`config.mk`:
```
export PLATFORM = sky130hd
export DESIGN_NAME = ps2_host_tx_flat
export DESIGN_NICKNAME = d
export VERILOG_FILES = /design/src/rtl/ps2_host_tx_if.sv /design/src/rtl/ps2_host_tx.sv /design/src/flat_wrapper.sv
export SDC_FILE = /design/constraint.sdc
export NUM_CORES = 1
export LEC_CHECK = 0
export CORE_MARGIN = 5
export CORE_UTILIZATION = 59
export DETAILED_ROUTE_END_ITERATION = 6
export PLACE_DENSITY = 0.86
export REMOVE_ABC_BUFFERS = 1
export SYNTH_ARGS = -nofsm -noshare
export SYNTH_HDL_FRONTEND = slang
export SYNTH_SLANG_ARGS = --single-unit
```
`constraint.sdc`:
```
create_clock -name clk -period 2.89 [get_ports clk]
set_input_delay 0.578 -clock clk [delete_from_list [all_inputs] [get_ports clk]]
set_output_delay 0.578 -clock clk [all_outputs]
set_load 0.05 [all_outputs]
```
`src/rtl/ps2_host_tx_if.sv`:
```
// Command handshake plus open-drain PS/2 line controls for the host transmitter.
interface ps2_host_tx_if;
  localparam int unsigned DATA_W = 8;

  logic              tx_valid;
  logic [DATA_W-1:0] tx_data;
  logic              tx_ready;
  logic              ps2_clk_in;
  logic              ps2_data_in;
  logic              ps2_clk_oe;
  logic              ps2_data_oe;
  logic              busy;
  logic              done;
  logic              err;

  modport master (
    output tx_valid, tx_data, ps2_clk_in, ps2_data_in,
    input  tx_ready, ps2_clk_oe, ps2_data_oe, busy, done, err
  );

  modport slave (
    input  tx_valid, tx_data, ps2_clk_in, ps2_data_in,
    output tx_ready, ps2_clk_oe, ps2_data_oe, busy, done, err
  );
endinterface

```
`src/rtl/ps2_host_tx.sv`:
```
// PS/2 host-to-device command transmitter sharing the open-drain lines with the mouse receiver.
// Optional PS2_TX_RETRY_EN: re-send the latched byte up to RETRY_MAX times before reporting err.
module ps2_host_tx #(
  parameter int unsigned INHIBIT_CYCLES = 15000,
  parameter int unsigned TIMEOUT_CYCLES = 2000000
`ifdef PS2_TX_RETRY_EN
  ,
  parameter int unsigned RETRY_MAX      = 2
`endif
) (
  input  logic         clk,
  input  logic         rst,
  ps2_host_tx_if.slave bus
);
  localparam int unsigned INH_W   = $clog2(INHIBIT_CYCLES + 1);
  localparam int unsigned TO_W    = $clog2(TIMEOUT_CYCLES + 1);
  localparam int unsigned BIT_W   = 4;
  localparam int unsigned SHIFT_W = 9;
  localparam int unsigned FILT_W  = 4;
`ifdef PS2_TX_RETRY_EN
  localparam int unsigned RETRY_W = (RETRY_MAX > 0) ? $clog2(RETRY_MAX + 1) : 1;
`endif

  typedef enum logic [2:0] {
    S_IDLE, S_INHIBIT, S_REQ, S_SEND, S_ACK, S_WAIT_IDLE, S_DONE, S_FAIL
  } state_t;

  state_t               r_state, w_state_n;
  logic [1:0]           r_clk_sync, r_data_sync;
  logic [FILT_W-1:0]    r_clk_hist;
  logic                 r_clk_filt;
  logic                 w_fall;
  logic [SHIFT_W-1:0]   r_shift, w_shift_n;
  logic [BIT_W-1:0]     r_bitcnt, w_bitcnt_n;
  logic [INH_W-1:0]     r_inh_cnt, w_inh_cnt_n;
  logic [TO_W-1:0]      r_to_cnt, w_to_cnt_n;
  logic                 r_data_oe, w_data_oe_n;
  logic                 r_clk_oe, r_tx_ready, r_busy, r_done, r_err;
  logic                 w_fail;
`ifdef PS2_TX_RETRY_EN
  logic [RETRY_W-1:0]   r_retry_cnt, w_retry_n;
`endif

  // Synchronize both lines; clock level only moves when four samples agree.
  always_ff @(posedge clk or negedge rst) begin
    if (!rst) begin
      r_clk_sync  <= '1;
      r_data_sync <= '1;
      r_clk_hist  <= '1;
      r_clk_filt  <= 1'b1;
    end else begin
      r_clk_sync  <= {r_clk_sync[0], bus.ps2_clk_in};
      r_data_sync <= {r_data_sync[0], bus.ps2_data_in};
      r_clk_hist  <= {r_clk_hist[FILT_W-2:0], r_clk_sync[1]};
      if (&r_clk_hist) begin
        r_clk_filt <= 1'b1;
      end else if (~|r_clk_hist) begin
        r_clk_filt <= 1'b0;
      end
    end
  end

  assign w_fall = r_clk_filt & ~|r_clk_hist;

  always_comb begin
    w_state_n   = r_state;
    w_shift_n   = r_shift;
    w_bitcnt_n  = r_bitcnt;
    w_inh_cnt_n = '0;
    w_to_cnt_n  = '0;
    w_data_oe_n = r_data_oe;
    w_fail      = 1'b0;
`ifdef PS2_TX_RETRY_EN
    w_retry_n   = r_retry_cnt;
`endif
    unique case (r_state)
      S_IDLE: begin
        if (bus.tx_valid && r_tx_ready) begin
          w_shift_n = {~^bus.tx_data, bus.tx_data};
          w_state_n = S_INHIBIT;
`ifdef PS2_TX_RETRY_EN
          w_retry_n = '0;
`endif
        end
      end
      S_INHIBIT: begin
        if (r_inh_cnt == INH_W'(INHIBIT_CYCLES - 1)) begin
          w_state_n = S_REQ;
        end else begin
          w_inh_cnt_n = r_inh_cnt + INH_W'(1);
        end
      end
      S_REQ: begin
        w_bitcnt_n = '0;
        w_state_n  = S_SEND;
      end
      // Shifting in ones makes the tenth fall release the line as the stop bit.
      S_SEND: begin
        if (r_to_cnt == TO_W'(TIMEOUT_CYCLES - 1)) begin
          w_fail = 1'b1;
        end else begin
          w_to_cnt_n = r_to_cnt + TO_W'(1);
          if (w_fall) begin
            w_data_oe_n = ~r_shift[0];
            w_shift_n   = {1'b1, r_shift[SHIFT_W-1:1]};
            w_bitcnt_n  = r_bitcnt + BIT_W'(1);
            if (r_bitcnt == BIT_W'(9)) begin
              w_state_n = S_ACK;
            end
          end
        end
      end
      S_ACK: begin
        if (r_to_cnt == TO_W'(TIMEOUT_CYCLES - 1)) begin
          w_fail = 1'b1;
        end else begin
          w_to_cnt_n = r_to_cnt + TO_W'(1);
          if (w_fall) begin
            if (r_data_sync[1]) begin
              w_fail = 1'b1;
            end else begin
              w_state_n = S_WAIT_IDLE;
            end
          end
        end
      end
      S_WAIT_IDLE: begin
        if (r_to_cnt == TO_W'(TIMEOUT_CYCLES - 1)) begin
          w_fail = 1'b1;
        end else begin
          w_to_cnt_n = r_to_cnt + TO_W'(1);
          if (r_clk_sync[1] && r_data_sync[1]) begin
            w_state_n = S_DONE;
          end
        end
      end
      S_DONE:  w_state_n = S_IDLE;
      S_FAIL:  w_state_n = S_IDLE;
      default: w_state_n = S_IDLE;
    endcase

    if (w_fail) begin
`ifdef PS2_TX_RETRY_EN
      if (r_retry_cnt < RETRY_W'(RETRY_MAX)) begin
        w_retry_n = r_retry_cnt + RETRY_W'(1);
        w_state_n = S_INHIBIT;
      end else begin
        w_state_n = S_FAIL;
      end
`else
      w_state_n = S_FAIL;
`endif
    end

    // Data line is owned only while requesting and sending.
    if (w_state_n == S_REQ) begin
      w_data_oe_n = 1'b1;
    end else if (w_state_n != S_SEND) begin
      w_data_oe_n = 1'b0;
    end
  end

  always_ff @(posedge clk or negedge rst) begin
    if (!rst) begin
      r_state     <= S_IDLE;
      r_shift     <= '0;
      r_bitcnt    <= '0;
      r_inh_cnt   <= '0;
      r_to_cnt    <= '0;
      r_data_oe   <= 1'b0;
      r_clk_oe    <= 1'b0;
      r_tx_ready  <= 1'b1;
      r_busy      <= 1'b0;
      r_done      <= 1'b0;
      r_err       <= 1'b0;
`ifdef PS2_TX_RETRY_EN
      r_retry_cnt <= '0;
`endif
    end else begin
      r_state     <= w_state_n;
      r_shift     <= w_shift_n;
      r_bitcnt    <= w_bitcnt_n;
      r_inh_cnt   <= w_inh_cnt_n;
      r_to_cnt    <= w_to_cnt_n;
      r_data_oe   <= w_data_oe_n;
      r_clk_oe    <= (w_state_n == S_INHIBIT) || (w_state_n == S_REQ);
      r_tx_ready  <= (w_state_n == S_IDLE);
      r_busy      <= (w_state_n != S_IDLE);
      r_done      <= (w_state_n == S_DONE);
      r_err       <= (w_state_n == S_FAIL);
`ifdef PS2_TX_RETRY_EN
      r_retry_cnt <= w_retry_n;
`endif
    end
  end

  assign bus.tx_ready    = r_tx_ready;
  assign bus.ps2_clk_oe  = r_clk_oe;
  assign bus.ps2_data_oe = r_data_oe;
  assign bus.busy        = r_busy;
  assign bus.done        = r_done;
  assign bus.err         = r_err;
endmodule

```
`src/flat_wrapper.sv`:
```
// flat-port wrapper written by rule: the top's interface ports become plain ports
module ps2_host_tx_flat 
#(
  parameter int unsigned INHIBIT_CYCLES = 15000,
  parameter int unsigned TIMEOUT_CYCLES = 2000000

)
  (clk, rst, bus_tx_valid, bus_tx_data, bus_ps2_clk_in, bus_ps2_data_in, bus_tx_ready, bus_ps2_clk_oe, bus_ps2_data_oe, bus_busy, bus_done, bus_err);
  ps2_host_tx_if bus_i ();
  input  logic clk;
  input  logic rst;
  input wire logic [$bits(bus_i.tx_valid)-1:0] bus_tx_valid;
  input wire logic [$bits(bus_i.tx_data)-1:0] bus_tx_data;
  input wire logic [$bits(bus_i.ps2_clk_in)-1:0] bus_ps2_clk_in;
  input wire logic [$bits(bus_i.ps2_data_in)-1:0] bus_ps2_data_in;
  output wire logic [$bits(bus_i.tx_ready)-1:0] bus_tx_ready;
  output wire logic [$bits(bus_i.ps2_clk_oe)-1:0] bus_ps2_clk_oe;
  output wire logic [$bits(bus_i.ps2_data_oe)-1:0] bus_ps2_data_oe;
  output wire logic [$bits(bus_i.busy)-1:0] bus_busy;
  output wire logic [$bits(bus_i.done)-1:0] bus_done;
  output wire logic [$bits(bus_i.err)-1:0] bus_err;
  assign bus_i.tx_valid = bus_tx_valid;
  assign bus_i.tx_data = bus_tx_data;
  assign bus_i.ps2_clk_in = bus_ps2_clk_in;
  assign bus_i.ps2_data_in = bus_ps2_data_in;
  assign bus_tx_ready = bus_i.tx_ready;
  assign bus_ps2_clk_oe = bus_i.ps2_clk_oe;
  assign bus_ps2_data_oe = bus_i.ps2_data_oe;
  assign bus_busy = bus_i.busy;
  assign bus_done = bus_i.done;
  assign bus_err = bus_i.err;
  ps2_host_tx #(.INHIBIT_CYCLES(INHIBIT_CYCLES), .TIMEOUT_CYCLES(TIMEOUT_CYCLES)) u_core (.clk(clk), .rst(rst), .bus(bus_i));
endmodule
```
==> reports/qor.yml <==
synth_edf_count: 0
numCtsBuffers: 9
worstMarginPinSlew_ns: 0.675
cts_buffer_depth: 2
yosysWarnings: 0
crit_family: "simple AND/OR/NAND/NOR gates"
maxCapViolCount: 0
r2r-start: "u_core.r_inh_cnt[0]$_DFF_PN0_"
syn-cell-area_mm2: 0.00317
grt_use_total_pct: 19.3
hpwlAfterDp_mm: 4.12
place.gp.congestion: 0.857
crit_fanout: 5
rsz0062_at_grt: "false"
finalSetupTns_ns: 0
clk_pin_slew_ns: 0.07
syn_inst: 309
syn_to_final_growth_pct: 14.4
clock_latency_ns: 0.34
slowest_delay_ns: 0.45
post_cts_buffers: 0
crit_path_start: "u_core.r_inh_cnt[0]$_DFF_PN0_"
worstPathRequired_ns: 3.14
vias: 2288
leakagePower_uw: 0.00159
finalMaxSlewViolations: 0
multi_input_comb_area_mm2: 0.00143
synth.most_common_cell: "dfrtp_1"
arrival_ns: 2.53
grt_pass1_vias: 2323
nFillCells: 389
place_ws_ns: 0.631
finalSetupViolCount: 0
skew_ns: 0.00764
path_cells: "ha_1 -> nand4bb_1 -> nor4_1 -> nand2b_1 -> o311ai_1 -> or3_4 -> a221oi_2"
viasPerCell: 5.62
port_buffers: 18
core_region_area_mm2: 0.00517
finalHoldViolCount: 0
holdWs_ns: 0.275
yosysTopAreaCellShare_pct: 44.2
crit_type: "flop to flop"
die_w_um: 83.3
min_path_type: "input pin to asynchronous set/reset pin"
end_kind: "flop"
synth_top_area_cell: "dfrtp_1"
remaining_drc_errors: 0
cp_slowest_cell: "nor4_1"
synth_cell_types: 45
outcome: "finished, final reports clean"
cts_tree: "done"
antenna_found_initial: 0
drive_above_1_share_pct: 9.79
powerDensity_mw_per_mm2: 491
drt_iter0_markers: 149
first_pass_iters: 4
layout_worst_path_cycle_share_pct: 79.0
synth_area_per_cell_um2: 10.3
ys_top_cells_by_area: "dfrtp_1, dfstp_2, xor2_1"
synthFlopType: "dfrtp_1"
nets: 349
root_buffer: "clkbuf_8"
cts_resized: 0
finalPower_uw: 1780
worst-path-buf-inv: 0
cts.sink_count: 66
cp-start-kind: "flop"
finalCriticalPeriod_ns: 2.28
grt_first_pass_wirelength_mm: 10.7
ys_seq_area_share_pct: 52.5
clock.fmax_mhz: 438
wire_per_inst_um: 14.8
ys_ff_latch: 66
die_h_um: 83.3
slew_headroom_pct: 55.0
worstRegToRegCells: 7
synth-async-reset-ratio_pct: 100
crit_cells: 7
io_pins: 19
overflow: 0
irDropWorstVdd_uv: 360
start_util_pct: 61.3
antenna_left: 0
grt_max_degree: 38
htreeDepth: 3
placementRows: 26
wl_mm: 6.02
design.die.area_mm2: 0.00694
antenna_cells: 0
holdBufCountCts: 0
ff_latch_area_mm2: 0.00166
netlist_top_cells_count: "dfrtp_1, nor2_1, nand2_1"
worst_slack_ns: 0.608
cell families (layout without fill, tap and decap cells):
family / Yosys count / in the layout / share of synthesized area, %
AO/OA/AOI/OAI: 34 / 34 / 7.06
buffers and inverters: 18 / 46 / 2.33
AND/OR/NAND/NOR: 140 / 140 / 23.1
XOR/XNOR: 36 / 36 / 9.94
adder cells (fa/ha/maj): 4 / 4 / 1.58
flip-flops: 66 / 66 / 52.5
multiplexers: 11 / 11 / 3.47
routing by layer:
metal | GRT usage, % | routed length (um) | up-vias
li1 | - | - | 1113
met1 | 24.0 | 2740 | 1114
met2 | 30.8 | 2900 | 47
met3 | 6.53 | 273 | 14
met4 | 7.58 | 108 | 0
met5 | 0 | 0 | -
per-stage QoR:
step	cell area [um2]	std cells	util [%]
global placement	3430	391	66.3
detailed placement	3430	391	66.3
global route	3630	407	70.1
finish	3630	407	70.1
floorplan	3130	300	-
CTS	3630	407	70.1
path summary, 6_finish.rpt:
check	endpoint	slack, ns
min	u_core.r_bitcnt[2]$_DFFE_PN0P_	0.28
max reg2reg	u_core.bus.ps2_data_oe$_DFFE_PN0P_	0.61
min in group clk	u_core.r_data_sync[1]$_DFF_PN1_	0.36
max	u_core.bus.ps2_data_oe$_DFFE_PN0P_	0.61
min reg2reg	u_core.r_data_sync[1]$_DFF_PN1_	0.36
max in group asynchronous	u_core.bus.tx_ready$_DFF_PN1_	1.94
report_power, final:
group	leakage, uW	switching [uW]	internal (uW)
Clock	0.000101	328	446
Combinational	0.000636	34.8	30.8
Sequential	0.000852	4.47	936
final cells by class:
type	instances	share of cell area, %
Sequential cell	66	45.9
Clock inverter	2	0.966
Tap cell	70	2.42
Multi-Input combinational cell	225	39.5
Inverter	9	0.932
Clock buffer	14	4.49
Timing Repair Buffer	21	5.80
state kept, by name, summed over array words and instances, names as in the netlist:
register,cells
u_core.r_to_cnt,21
u_core.r_inh_cnt,14
u_core.r_shift,9
u_core.r_bitcnt,4
u_core.r_clk_hist,4
u_core.r_state,3
u_core.r_clk_sync,2
u_core.r_data_sync,2
u_core.bus.busy,1
u_core.bus.done,1
u_core.bus.err,1
u_core.bus.ps2_clk_oe,1
u_core.bus.ps2_data_oe,1
u_core.bus.tx_ready,1
u_core.r_clk_filt,1
placed cells by master, fill, tap and decap left out, types with 10 or more instances in the layout:
| cell | netlist | final |
|---|---|---|
| o21ai_0 | 13 | 13 |
| clkdlybuf4s50_1 | 0 | 17 |
| clkbuf_8 | 0 | 11 |
| nand4_1 | 10 | 10 |
| nand2_1 | 31 | 31 |
| mux2i_1 | 11 | 11 |
| dfrtp_1 | 56 | 56 |
| xor2_1 | 22 | 22 |
| dfstp_2 | 10 | 10 |
| nand3_1 | 13 | 13 |
| nor2_1 | 44 | 44 |
| xnor2_1 | 14 | 14 |
No activity file was read; power rests on OpenSTA's default activity.
